$ cat config.mk
export PLATFORM = sky130hd
export DESIGN_NAME = row_uram_arbiter
export DESIGN_NICKNAME = d
export VERILOG_FILES = /design/src/rtl/row_uram_arbiter_pkg.sv /design/src/rtl/row_uram_arbiter_picker.sv /design/src/rtl/row_uram_arbiter.sv
export SDC_FILE = /design/constraint.sdc
export NUM_CORES = 1
export LEC_CHECK = 0
export BUFFER_PORTS_ARGS = -buffer_cell sky130_fd_sc_hd__buf_2
export CAP_MARGIN = 30
export CORE_AREA = 5 5 173 175
export CTS_CLUSTER_SIZE = 24
export DETAILED_ROUTE_END_ITERATION = 8
export DIE_AREA = 0 0 178 180
export GPL_TIMING_DRIVEN = 0
export SYNTH_ARGS = -nofsm -noshare
export SYNTH_HDL_FRONTEND = slang
export SYNTH_SLANG_ARGS = --single-unit
$ cat constraint.sdc
create_clock -name clk -period 3.77 [get_ports clk]
set_input_delay 0.377 -clock clk [delete_from_list [all_inputs] [get_ports clk]]
set_output_delay 0.377 -clock clk [all_outputs]
set_load 0.01 [all_outputs]
$ cat src/rtl/row_uram_arbiter_pkg.sv
// Shared types and defaults for the row-level URAM arbiter.
package row_uram_arbiter_pkg;

    typedef enum logic [1:0] {
        ARB_IDLE,
        ARB_GRANTED,
        ARB_LOCKED,
        ARB_RELEASE
    } arb_state_t;

    localparam int ROW_NUM_CORES = 8;
    localparam int ROW_ADDR_W    = 12;
    localparam int ROW_DATA_W    = 32;

endpackage

$ cat src/rtl/row_uram_arbiter_picker.sv
// Combinational round-robin picker: first set request at or above ptr, wrapping.
module rr_priority_picker
    import row_uram_arbiter_pkg::*;
#(
    parameter int NUM_CORES = ROW_NUM_CORES,
    parameter int IDX_W     = $clog2(NUM_CORES)
) (
    input  logic [NUM_CORES-1:0] req,
    input  logic [IDX_W-1:0]     ptr,
    output logic [NUM_CORES-1:0] winner,
    output logic [IDX_W-1:0]     idx,
    output logic                 valid
);

    localparam int W2 = 2 * NUM_CORES;

    logic [W2-1:0] dbl;
    logic [W2-1:0] dbl_win;

    // Subtracting the pointer bit clears the lowest request at/above ptr;
    // the upper copy supplies the wrap-around candidate.
    assign dbl     = {req, req};
    assign dbl_win = dbl & ~(dbl - (W2'(1) << ptr));
    assign winner  = dbl_win[NUM_CORES-1:0] | dbl_win[W2-1:NUM_CORES];
    assign valid   = |req;

    always_comb begin
        idx = '0;
        for (int i = 0; i < NUM_CORES; i++) begin
            if (winner[i]) idx = idx | IDX_W'(i);
        end
    end

endmodule

$ cat src/rtl/row_uram_arbiter.sv
// Row arbiter: hands one shared URAM port to one core at a time, with lock
// hold, a grant-free bubble between owners and a registered URAM stage.
module row_uram_arbiter
    import row_uram_arbiter_pkg::*;
#(
    parameter int NUM_CORES = ROW_NUM_CORES,
    parameter int ADDR_W    = ROW_ADDR_W,
    parameter int DATA_W    = ROW_DATA_W,
    parameter int IDX_W     = $clog2(NUM_CORES)
) (
    input  logic                          clk,
    input  logic                          reset,
    input  logic [NUM_CORES-1:0]          i_core_req,
    input  logic [NUM_CORES-1:0]          i_core_locked,
    input  logic [NUM_CORES-1:0]          i_core_uram_en,
    input  logic [NUM_CORES*ADDR_W-1:0]   i_core_uram_addr,
    input  logic [NUM_CORES*DATA_W-1:0]   i_core_uram_wdat,
    input  logic [NUM_CORES-1:0]          i_core_uram_we,
    input  logic                          i_uram_emptied,
    output logic [NUM_CORES-1:0]          o_core_grant,
    output logic [NUM_CORES-1:0]          o_uram_emptied,
    output logic                          o_uram_en,
    output logic [ADDR_W-1:0]             o_uram_addr,
    output logic [DATA_W-1:0]             o_uram_wr_data,
    output logic                          o_uram_wr_en,
    output logic                          o_busy,
    output logic [IDX_W-1:0]              o_owner_idx
);

    arb_state_t              state;
    logic [IDX_W-1:0]        owner;
    logic [IDX_W-1:0]        rr_ptr;
    logic [NUM_CORES-1:0]    pick_oh;
    logic [IDX_W-1:0]        pick_idx;
    logic                    pick_vld;
    logic                    own_req;
    logic                    own_locked;
    logic                    hold;

    rr_priority_picker #(
        .NUM_CORES (NUM_CORES),
        .IDX_W     (IDX_W)
    ) u_picker (
        .req    (i_core_req),
        .ptr    (rr_ptr),
        .winner (pick_oh),
        .idx    (pick_idx),
        .valid  (pick_vld)
    );

    assign own_req    = i_core_req[owner];
    assign own_locked = i_core_locked[owner];

    // Owner keeps the grant into the next cycle, so its URAM inputs pass.
    assign hold = ((state == ARB_GRANTED) && (own_locked || own_req)) ||
                  ((state == ARB_LOCKED)  && own_locked);

    assign o_busy      = (state != ARB_IDLE);
    assign o_owner_idx = owner;

    always_ff @(posedge clk) begin
        if (reset) begin
            state          <= ARB_IDLE;
            owner          <= '0;
            rr_ptr         <= '0;
            o_core_grant   <= '0;
            o_uram_emptied <= '0;
            o_uram_en      <= 1'b0;
            o_uram_addr    <= '0;
            o_uram_wr_data <= '0;
            o_uram_wr_en   <= 1'b0;
        end else begin
            o_uram_emptied <= {NUM_CORES{i_uram_emptied}};

            case (state)
                ARB_IDLE: begin
                    if (pick_vld) begin
                        state        <= ARB_GRANTED;
                        owner        <= pick_idx;
                        o_core_grant <= pick_oh;
                    end
                end
                ARB_GRANTED: begin
                    if (own_locked) begin
                        state <= ARB_LOCKED;
                    end else if (!own_req) begin
                        state        <= ARB_RELEASE;
                        o_core_grant <= '0;
                    end
                end
                ARB_LOCKED: begin
                    if (!own_locked) begin
                        state        <= ARB_RELEASE;
                        o_core_grant <= '0;
                    end
                end
                default: begin
                    // Next search starts just past the core that was served.
                    state  <= ARB_IDLE;
                    rr_ptr <= (owner == IDX_W'(NUM_CORES - 1)) ? '0 : owner + 1'b1;
                end
            endcase

            if (hold) begin
                o_uram_en      <= i_core_uram_en[owner];
                o_uram_addr    <= i_core_uram_addr[owner*ADDR_W +: ADDR_W];
                o_uram_wr_data <= i_core_uram_wdat[owner*DATA_W +: DATA_W];
                o_uram_wr_en   <= i_core_uram_we[owner] & i_core_uram_en[owner];
            end else begin
                o_uram_en      <= 1'b0;
                o_uram_addr    <= '0;
                o_uram_wr_data <= '0;
                o_uram_wr_en   <= 1'b0;
            end
        end
    end

    a_grant_onehot0: assert property (@(posedge clk) disable iff (reset) $onehot0(o_core_grant));

endmodule

**Yosys cells after proc, flatten, opt, wreduce, memory -nomap -nowiden**

Cells that the tools add are included.

- Logic and storage cells: 68
- Output and inout bits: 66
- Bits in registers: 63

- Magnitude comparators: 1
- Shift-type cells: 3
- $add $sub $neg: 2
- Bitwise gates (word level): 5
- Reduce and logical (&&, ||, !) cells: 13
- Multipliers: 1
- Mux-type cells: 26
- Eq/ne operators: 8

Operator list:

| kind | number |
|---|---|
| 256-bit by 9-bit indexed part select with 32-bit output | 1 |
| 96-bit by 8-bit indexed part select with 12-bit output | 1 |
| 8-bit 2-to-1 mux | 4 |
| 8-bit one-hot mux with 3 select lines | 1 |
| 16-bit AND | 1 |
| 16-bit inverter | 1 |
| 1-bit by 3-bit left shift with 16-bit output, first input constant | 1 |
| 16-bit subtractor | 1 |
| 3-bit 2-to-1 mux | 5 |
| 1-bit binary-select mux with 3-bit select | 4 |
| 2-bit 2-to-1 mux | 6 |
| 2-bit != test, second input constant | 4 |
| 8-bit OR | 1 |
| 8-bit OR reduction | 1 |
| 2-bit one-hot mux with 3 select lines | 1 |
| 3-bit by 2-bit multiplier with 5-bit output, second input constant | 1 |
| 1-bit 2-to-1 mux | 5 |
| 5-bit AND reduction | 1 |
| 3-bit by 4-bit < comparator with 1-bit output, second input constant | 1 |
| 3-bit by 1-bit adder with 3-bit output, second input constant | 1 |
| 3-bit equality test, second input constant | 1 |
| 3-bit != test, second input constant | 1 |
| 3-bit AND reduction | 1 |
| 3-bit nonzero test | 1 |
| 11 further kinds | 13 |

**Longest topological paths before layout**

Gate-level depths: netlist of run 1.

- Word-level depth: 12
- Mapped depth: 10

**Modules after synthesis**

A second synthesis of run 1 with hierarchy kept.

- Cell total of the unflattened synthesis: 467
- Area total of the unflattened synthesis: 5435.2 um^2

By module, submodules not included:

| module | cells an instance | instances | area each (um^2) | sequential area each (um^2) |
|---|---|---|---|---|
| row_uram_arbiter | 377 | 1 | 4804.6 | 1261.2 |
| rr_priority_picker | 90 | 1 | 630.6 | 0.0 |

**Least setup slack after synthesis of run 1**

Ideal clock, no wire load.

- Kind: reg2reg
- Start point: register rr_ptr[1]
- End point: register o_core_grant[7]
- Arrival: 2.705 ns
- Cell stages (with the launch flop): 10
- Library setup time: 0.071 ns
- Path slack: 0.995 ns
- Path buffers: 1
- Clock period less this slack: 2.775 ns
- Path through: dfxtp_1 clkbuf_1 or3b_2 ha_1 a21o_1 a221o_1 mux2i_1 a31o_2 or3_1 a21oi_1

- Cells in the longest elaborated chain, start to end: 7

RTL lines:

| item | line | source |
|---|---|---|
| from (decl) | row_uram_arbiter.sv:32 | `logic [IDX_W-1:0] rr_ptr;` |
| from (signal assigned) | row_uram_arbiter.sv:100 | `rr_ptr <= (owner == IDX_W'(NUM_CORES - 1)) ? '0 : owner + 1'b1;` |
| 1-bit by 3-bit left shift with 16-bit output | row_uram_arbiter_picker.sv:23 | `assign dbl_win = dbl & ~(dbl - (W2'(1) << ptr));` |
| 16-bit subtractor | row_uram_arbiter_picker.sv:23 |  |
| 16-bit inverter | row_uram_arbiter_picker.sv:23 |  |
| 16-bit AND | row_uram_arbiter_picker.sv:23 |  |
| 8-bit OR | row_uram_arbiter_picker.sv:24 | `assign winner = dbl_win[NUM_CORES-1:0] \| dbl_win[W2-1:NUM_CORES];` |
| 8-bit 2-to-1 mux | row_uram_arbiter.sv:77 | `if (pick_vld) begin` |
| 8-bit one-hot mux with 3 select lines | row_uram_arbiter.sv:75 | `case (state)` |
| to (signal assigned) | row_uram_arbiter.sv:80 | `o_core_grant <= pick_oh;` |
| to (decl) | row_uram_arbiter.sv:20 | `output logic [NUM_CORES-1:0] o_core_grant,` |

No other way between the ends. The select of a mux whose other input is x is not followed.
A chain may end at the register's enable or synchronous reset.

**Final worst setup path of run 1**

Ends and elaborated chain as after synthesis.

==> results of run 1 <==
-- kinds of logic (layout without fill, tap and decap cells) --
family                     after synthesis  in the layout
buffers and inverters                   59            532
and+or+nand+nor                        115            115
AOI/OAI and AO/OA                       48             48
adders and majority gates               14             14
other                                    0              3
DFF                                     63             63
muxes                                  149            149
xor gates and xnor gates                 4              4
-- worst paths after layout --
path                                startpoint                           end  slack (ns)  cells past startpoint
setup / recovery        rr_ptr[1]$_SDFFE_PP0N_  o_core_grant[7]$_SDFFE_PP0P_        0.67                      9
hold reg to reg   o_core_grant[3]$_SDFFE_PP0P_  o_core_grant[3]$_SDFFE_PP0P_        0.45                      2
setup reg to reg        rr_ptr[1]$_SDFFE_PP0N_  o_core_grant[7]$_SDFFE_PP0P_        0.67                      9
hold / removal                  i_uram_emptied  o_uram_emptied[0]$_SDFF_PP0_        0.26                      2
-- worst register-to-register path, delay by kind of cell, from the launching register on --
kind,cells,cell delay (ns)
compound gates,4,1.06
mux,1,0.15
fa+ha+maj,1,0.35
buf+inv,1,0.33
flops,1,0.30
simple gates,2,0.85
-- flip-flops by register name, indices dropped and copies added (netlist names) --
register / cells
o_uram_wr_data: 32
o_uram_addr: 12
o_core_grant: 8
o_owner_idx: 3
rr_ptr: 3
state: 2
o_uram_emptied: 1
o_uram_en: 1
o_uram_wr_en: 1
-- metrics by stage --
step	hold slack [ns]	total power [mW]	area, µm²
after floorplan	0.4658	2.935	5326
after global placement	0.4408	3.960	8064
after detailed placement	0.4451	4.016	8120
after CTS	0.2393	4.973	8444
after global routing	0.2769	5.249	8482
final	0.2558	4.911	8482
-- cell usage after synthesis (3+ instances only) --
master | instances | area share
and3_1 | 3 | 0.0035
nand2b_1 | 4 | 0.0047
buf_4 | 7 | 0.0099
nor2_1 | 62 | 0.044
a21oi_1 | 20 | 0.019
nand2_1 | 16 | 0.011
inv_1 | 12 | 0.0085
nand3b_1 | 5 | 0.0070
dfxtp_1 | 63 | 0.24
or3_1 | 5 | 0.0059
ha_1 | 13 | 0.031
nor3_1 | 3 | 0.0028
a21o_1 | 4 | 0.0056
mux2i_1 | 51 | 0.096
clkbuf_1 | 23 | 0.016
or4b_1 | 4 | 0.0075
buf_1 | 13 | 0.0092
mux4_2 | 96 | 0.41
-- cell type report --
type | instances | share of cell area
antenna | 3 | 0.0008851
buffer | 47 | 0.02596
clock buffer | 11 | 0.02862
clock inverter | 5 | 0.009588
inverter | 12 | 0.005311
multi-input combinational | 330 | 0.4480
sequential | 63 | 0.1487
tap | 384 | 0.05665
timing repair buffer | 457 | 0.2763
-- routing by layer --
layer  GRT usage  up-vias  routed length, µm
li1            -     2720                  -
met3     0.04160       19               2382
met4     0.03960        2                451
met1      0.2233     2997              12160
met5           0        -                 13
met2      0.2912      281              14540
-- power groups by stage --
stage               clock, mW  sequential [mW]  combinational, mW
floorplan                   0            0.988               1.95
global placement            0            0.914               3.05
detailed placement          0            0.919               3.10
CTS                     0.958            0.906               3.11
global route            0.984            0.926               3.34
finish                  0.927            0.905               3.08
==> summary.md, run 1 <==
| Metric | Value |
|---|---|
| Die Span X | 178 µm |
| Die ar. | 32040 µm² |
| Critical Path Fanout Max | 10 |
| TritonCTS Buffers | 9 |
| Clock share of power | 0.189 |
| DR vias | 6019 |
| Pwr per Cell Area | 579.0 nW/µm² |
| Skew-Pair Late Insertion Delay | 0.33 ns |
| Mean Syn Cell Area | 11.78 µm² |
| IO Pins | 453 |
| Maximum VDD drop | 0.0002183 V |
| Final GP Congestion | 0.9941 |
| Outcome | complete, no violations |
| Drt total wl | 29550 µm |
| ANT nets after route | 0 |
| CTS tree | done |
| XOR/XNOR share of the synthesized area | 0.006577 |
| Synth cell types | 50 |
| Initial antenna violation count | 4 |
| Grt total ovfl | 0 |
| Final min period | 3.103 ns |
| CTS hold repair buffers | 0 |
| Ys async rst share | 0 |
| Synthesized cell area | 5326 µm² |
| Max Clk Rate | 322.3 MHz |
| Leakage power | 3.934 nW |
| Starting Density | 0.1881 |
| Row count | 62 |
| Share of cells above drive strength 1 | 0.6335 |
| Gate power share | 0.627 |
| CP Class | reg -> reg |
| Gr usage total | 0.1727 |
| Slowest-stage cell, CP | or3b_2 |
| Most common cell after layout, fill and taps aside | buf_2 |
| Pin count of the biggest net entering global routing | 12 |
| Fill cells | 2983 |
| CP Buf/Inv Count | 1 |
| #FFs+latches synth | 63 |
| WL/cell | 22.52 µm |
| Mux contribution to synthesized area | 0.5081 |
| WP data required | 4.02 ns |
| Syn_nets | 853 |
| Internal | 2.962 mW |
| Resize count post-CTS | 0 |
| WP data arrival | 3.36 ns |
| # DRC | 0 |
| DP HPWL | 25750 µm |
| Dpl ws | 0.5234 ns |
| DR pass1 iterations | 4 |
| Non-filler cells in the finished layout | 1312 |
| Sequential area share after synthesis | 0.2368 |
| Adder-cell share of the synthesized area | 0.03430 |
| Final slew viol count | 0 |
| Buffers on Ports | 451 |
| Synthesis Warnings | 0 |
| Worst slew pin tran | 0.9260 ns |
| Placed cell count | 1291 |
| Simple-gate share of the synthesized area | 0.1041 |
| Compound-Gate Fraction of Synth Area | 0.06037 |
| Number of global-route vias before repair | 6189 |
| Fin Clk Skew | 0.009048 ns |
| Top FF cell, synth | dfxtp_1 |
| Number of flops mapped to enable cells by yosys | 0 |
| Largest family of logic cells by synthesized area | multiplexers |
| Kind of cell adding the most delay to the critical path | compound AO/OA/AOI/OAI gates |
| CTS sink cnt | 63 |
| Setup TNS | 0 ns |
| Die Span Y | 180 µm |
| # setup viols final | 0 |
| Final hold violations | 0 |
| Layout Area Growth over Synthesis | 59.24% |
| Drt via density | 4.588 |
| Register area | 1261 µm² |
| First-pass GRT wire length | 40760 µm |
| Sequential share of power | 0.184 |
| Switching Power | 1.949 mW |
| Max incr delay on CP | 0.49 ns |
| Clock slew at reported path FFs | 0.06 ns |
| NumNets Final | 1321 |
| DR iter-0 viols | 348 |
| Root Driver | clkbuf_16 |
| Sw frac | 0.3969 |
| Fin worst setup slack | 0.6673 ns |
| CP Launch Type | register |
| Final Cycle Share | 0.8230 |
| Htree depth | 3 |
| Syn Inst Count | 452 |
| Critical Path End Type | register |
| Max Cap Viol | 0 |
| Multi-input gate area | 3800 µm² |
| Post-CTS setup buffer count | 0 |
| CTS Buffer Depth | 2 |
| RSZ-0062 raised after global routing | false |
| Relative slew slack | 0.3827 |
| CP cell instances | clkbuf_1 -> or3b_2 -> ha_1 -> a21o_1 -> a221o_1 -> mux2i_1 -> a31o_2 -> or3_1 -> a21oi_1 |
| Final Util | 0.2996 |
| Worst Hold Class | in -> reg |
| Commonest non-fill, non-tap cells in the layout | buf_2 (453), mux4_2 (96), dfxtp_1 (63) |
| Core area | 28310 µm² |
Note: power is estimated with default switching activity, not from simulation.
==> inputs of run 2 (changes only) <==
CORE_AREA = 5 5 175 177   (was 5 5 173 175)
DIE_AREA = 0 0 180 182   (was 0 0 178 180)
clock period = 2.8 ns   (was 3.77 ns; I/O delays follow)
==> summary.md, run 2 (synthesized netlist as in run 1, its figures left out) <==
| Metric | Value |
|---|---|
| Final Cycle Share | 0.9663 (+0.1433) |
| Met2 WL | 15480 µm (+6.5%) |
| Drt total wl | 30930 µm (+4.6%) |
| Leakage power | 3.964 nW (+0.76%) |
| Row count | 63 (+1.6%) |
| CP cell instances | or3b_2 -> ha_1 -> and4_1 -> a221o_1 -> mux2i_1 -> a31o_2 -> or3_1 -> a21oi_1 |
| Commonest non-fill, non-tap cells in the layout | buf_2 (455), mux4_2 (96), nor2_1 (62) |
| ANT nets after route | 0 (unchanged) |
| Fill cells | 3106 (+4.1%) |
| CTS tree | done |
| Maximum VDD drop | 0.0002263 V (+3.7%) |
| Grt total ovfl | 0 (unchanged) |
| Htree depth | 3 (unchanged) |
| Skew-Pair Late Insertion Delay | 0.33 ns (about the same) |
| CTS sink cnt | 63 (unchanged) |
| Core area | 29090 µm² (+2.7%) |
| Max incr delay on CP | 0.47 ns (-0.02 ns) |
| # setup viols final | 0 (unchanged) |
| First-pass GRT wire length | 42940 µm (+5.3%) |
| Relative slew slack | 0.3909 (+0.008194) |
| IO Pins | 453 (unchanged) |
| Total power | 6.630 mW (+35%) |
| RSZ-0062 raised after global routing | true |
| Worst slew pin tran | 0.9137 ns (-0.01229 ns) |
| DR iter-0 viols | 449 (+29%) |
| Initial antenna violation count | 2 (-2) |
| Die ar. | 32760 µm² (+2.2%) |
| WP data arrival | 2.96 ns (-0.40 ns) |
| Most common cell after layout, fill and taps aside | buf_2 |
| DR vias | 6046 (+0.45%) |
| # DRC | 0 (unchanged) |
| CP Class | reg -> reg |
| Share of cells above drive strength 1 | 0.6543 (+0.02083) |
| Critical Path Fanout Max | 10 (unchanged) |
| TritonCTS Buffers | 9 (unchanged) |
| WP data required | 3.05 ns (-0.97 ns) |
| Root Driver | clkbuf_16 |
| DR top layer | met4 |
| Placed Area | 8143 µm² (+0.28%) |
| Outcome | complete, no violations |
| Die Span Y | 182 µm (+1.1%) |
| Registers with the most flip-flops | o_uram_wr_data (32), o_uram_addr (12), o_core_grant (8) |
| Final hold violations | 0 (unchanged) |
| Drt via density | 4.608 (+0.45%) |
| Final instance area | 8532 µm² (+0.59%) |
| WL/cell | 23.57 µm (+4.6%) |
| Met3 wire len | 2297 µm (-3.6%) |
| Starting Density | 0.1831 (-0.004993) |
| Most flops, register | o_uram_wr_data |
| CP Launch Type | register |
| Number of global-route vias before repair | 6234 (+0.73%) |
| Slowest-stage cell, CP | or3b_2 |
| Clock slew at reported path FFs | 0.05 ns (about the same) |
| Final GP Congestion | 1.002 (+0.82%) |
| Worst Hold Class | in -> reg |
| Fin Clk Skew | 0.009431 ns (+0.0003828 ns) |
| CTS Buffer Depth | 2 (unchanged) |
| Final min period | 2.706 ns (-0.3971 ns) |
| Max Cap Viol | 0 (unchanged) |
| Max reg flops | 32 (unchanged) |
| Pwr per Cell Area | 777.1 nW/µm² (+34%) |
| Final slew viol count | 0 (unchanged) |
| NumNets Final | 1317 (-0.30%) |
| Critical Path End Type | register |
| Pin count of the biggest net entering global routing | 11 (-1) |
| Gr usage total | 0.1763 (+0.003553) |
| DR pass1 iterations | 4 (unchanged) |
| Die Span X | 180 µm (+1.1%) |
| Buffers on Ports | 451 (unchanged) |
| Layout Area Growth over Synthesis | 60.18% |
| DP HPWL | 26860 µm (+4.3%) |
| M1 wire length | 12660 µm (+4.0%) |
| Max Clk Rate | 369.6 MHz (+15%) |
==> run 2: changes by cell type in the layout (fill, tap and decap cells not counted), moves of 2 or more <==
cell             before  now
buf_2               453  455
clkbuf_2              0    3
clkbuf_1             24   17
dfxtp_1              63   60
clkdlybuf4s15_2       0    4
dfxtp_4               0    2
buf_1                13    6
==> run 2: final cells by class <==
type	instances	area [µm²]	share of cell area
well taps	390	488.0	0.05719
inverters	12	45.04	0.005279
diodes	2	5.005	0.0005866
multi-input cells	330	3827	0.4486
clock buffers	11	242.7	0.02845
repair buffers	457	2336	0.2738
plain buffers	43	247.7	0.02904
flip-flops and latches	63	1270	0.1488
clock inverters	4	70.07	0.008212
==> run 2: final timing paths <==
| path | start | endpoint | slack [ns] | cells after the start |
|---|---|---|---|---|
| setup / recovery | rr_ptr[0]$_SDFFE_PP0N_ | o_core_grant[7]$_SDFFE_PP0P_ | 0.09 | 8 |
| hold reg to reg | o_core_grant[7]$_SDFFE_PP0P_ | o_core_grant[7]$_SDFFE_PP0P_ | 0.45 | 2 |
| setup reg to reg | rr_ptr[0]$_SDFFE_PP0N_ | o_core_grant[7]$_SDFFE_PP0P_ | 0.09 | 8 |
| hold / removal | i_uram_emptied | o_uram_emptied[0]$_SDFF_PP0_ | 0.16 | 2 |
==> run 2: metrics by stage <==
step / hold slack [ns] / cells / TNS [ns] / util / worst slack (ns)
floorplan: 0.4082 / 452 / 0 / - / 0.02467
global placement: 0.4400 / 1293 / -24.31 / 0.2775 / -0.8815
detailed placement: 0.4484 / 1298 / -13.14 / 0.2800 / -0.3669
CTS: 0.1478 / 1309 / 0 / 0.2917 / 0.006697
global route: 0.1757 / 1311 / -0.005959 / 0.2932 / -0.005559
finish: 0.1646 / 1312 / 0 / 0.2933 / 0.09438
==> run 2: repair_timing <==
action | CTS | global route
endpoints found under the hold margin | 0 | 0
pin swaps | 0 | 1
endpoints found under the setup margin | 55 | 8
hold buffers | 0 | 0
buffers inserted | 0 | 1
gates resized for setup | 18 | 6
==> run 2: critical path: cells and delay by family, from the launching register on <==
family	cells	cell delay, ns
AND/OR/NAND/NOR	3	1.03
AO/OA/AOI/OAI	3	0.77
adder cells (fa/ha/maj)	1	0.30
multiplexers	1	0.14
flip-flops	1	0.40
==> run 2: power by group <==
part,switching (mW),internal [mW]
clock,0.405,0.796
sequential,0.0952,1.13
combinational,2.12,2.09
total,2.62,4.01
==> run 2: metal layers <==
metal,global-route usage,vias to the layer above
met5,0,-
met3,0.04808,24
met1,0.2280,3035
met4,0.04145,0
li1,-,2708
met2,0.2947,279
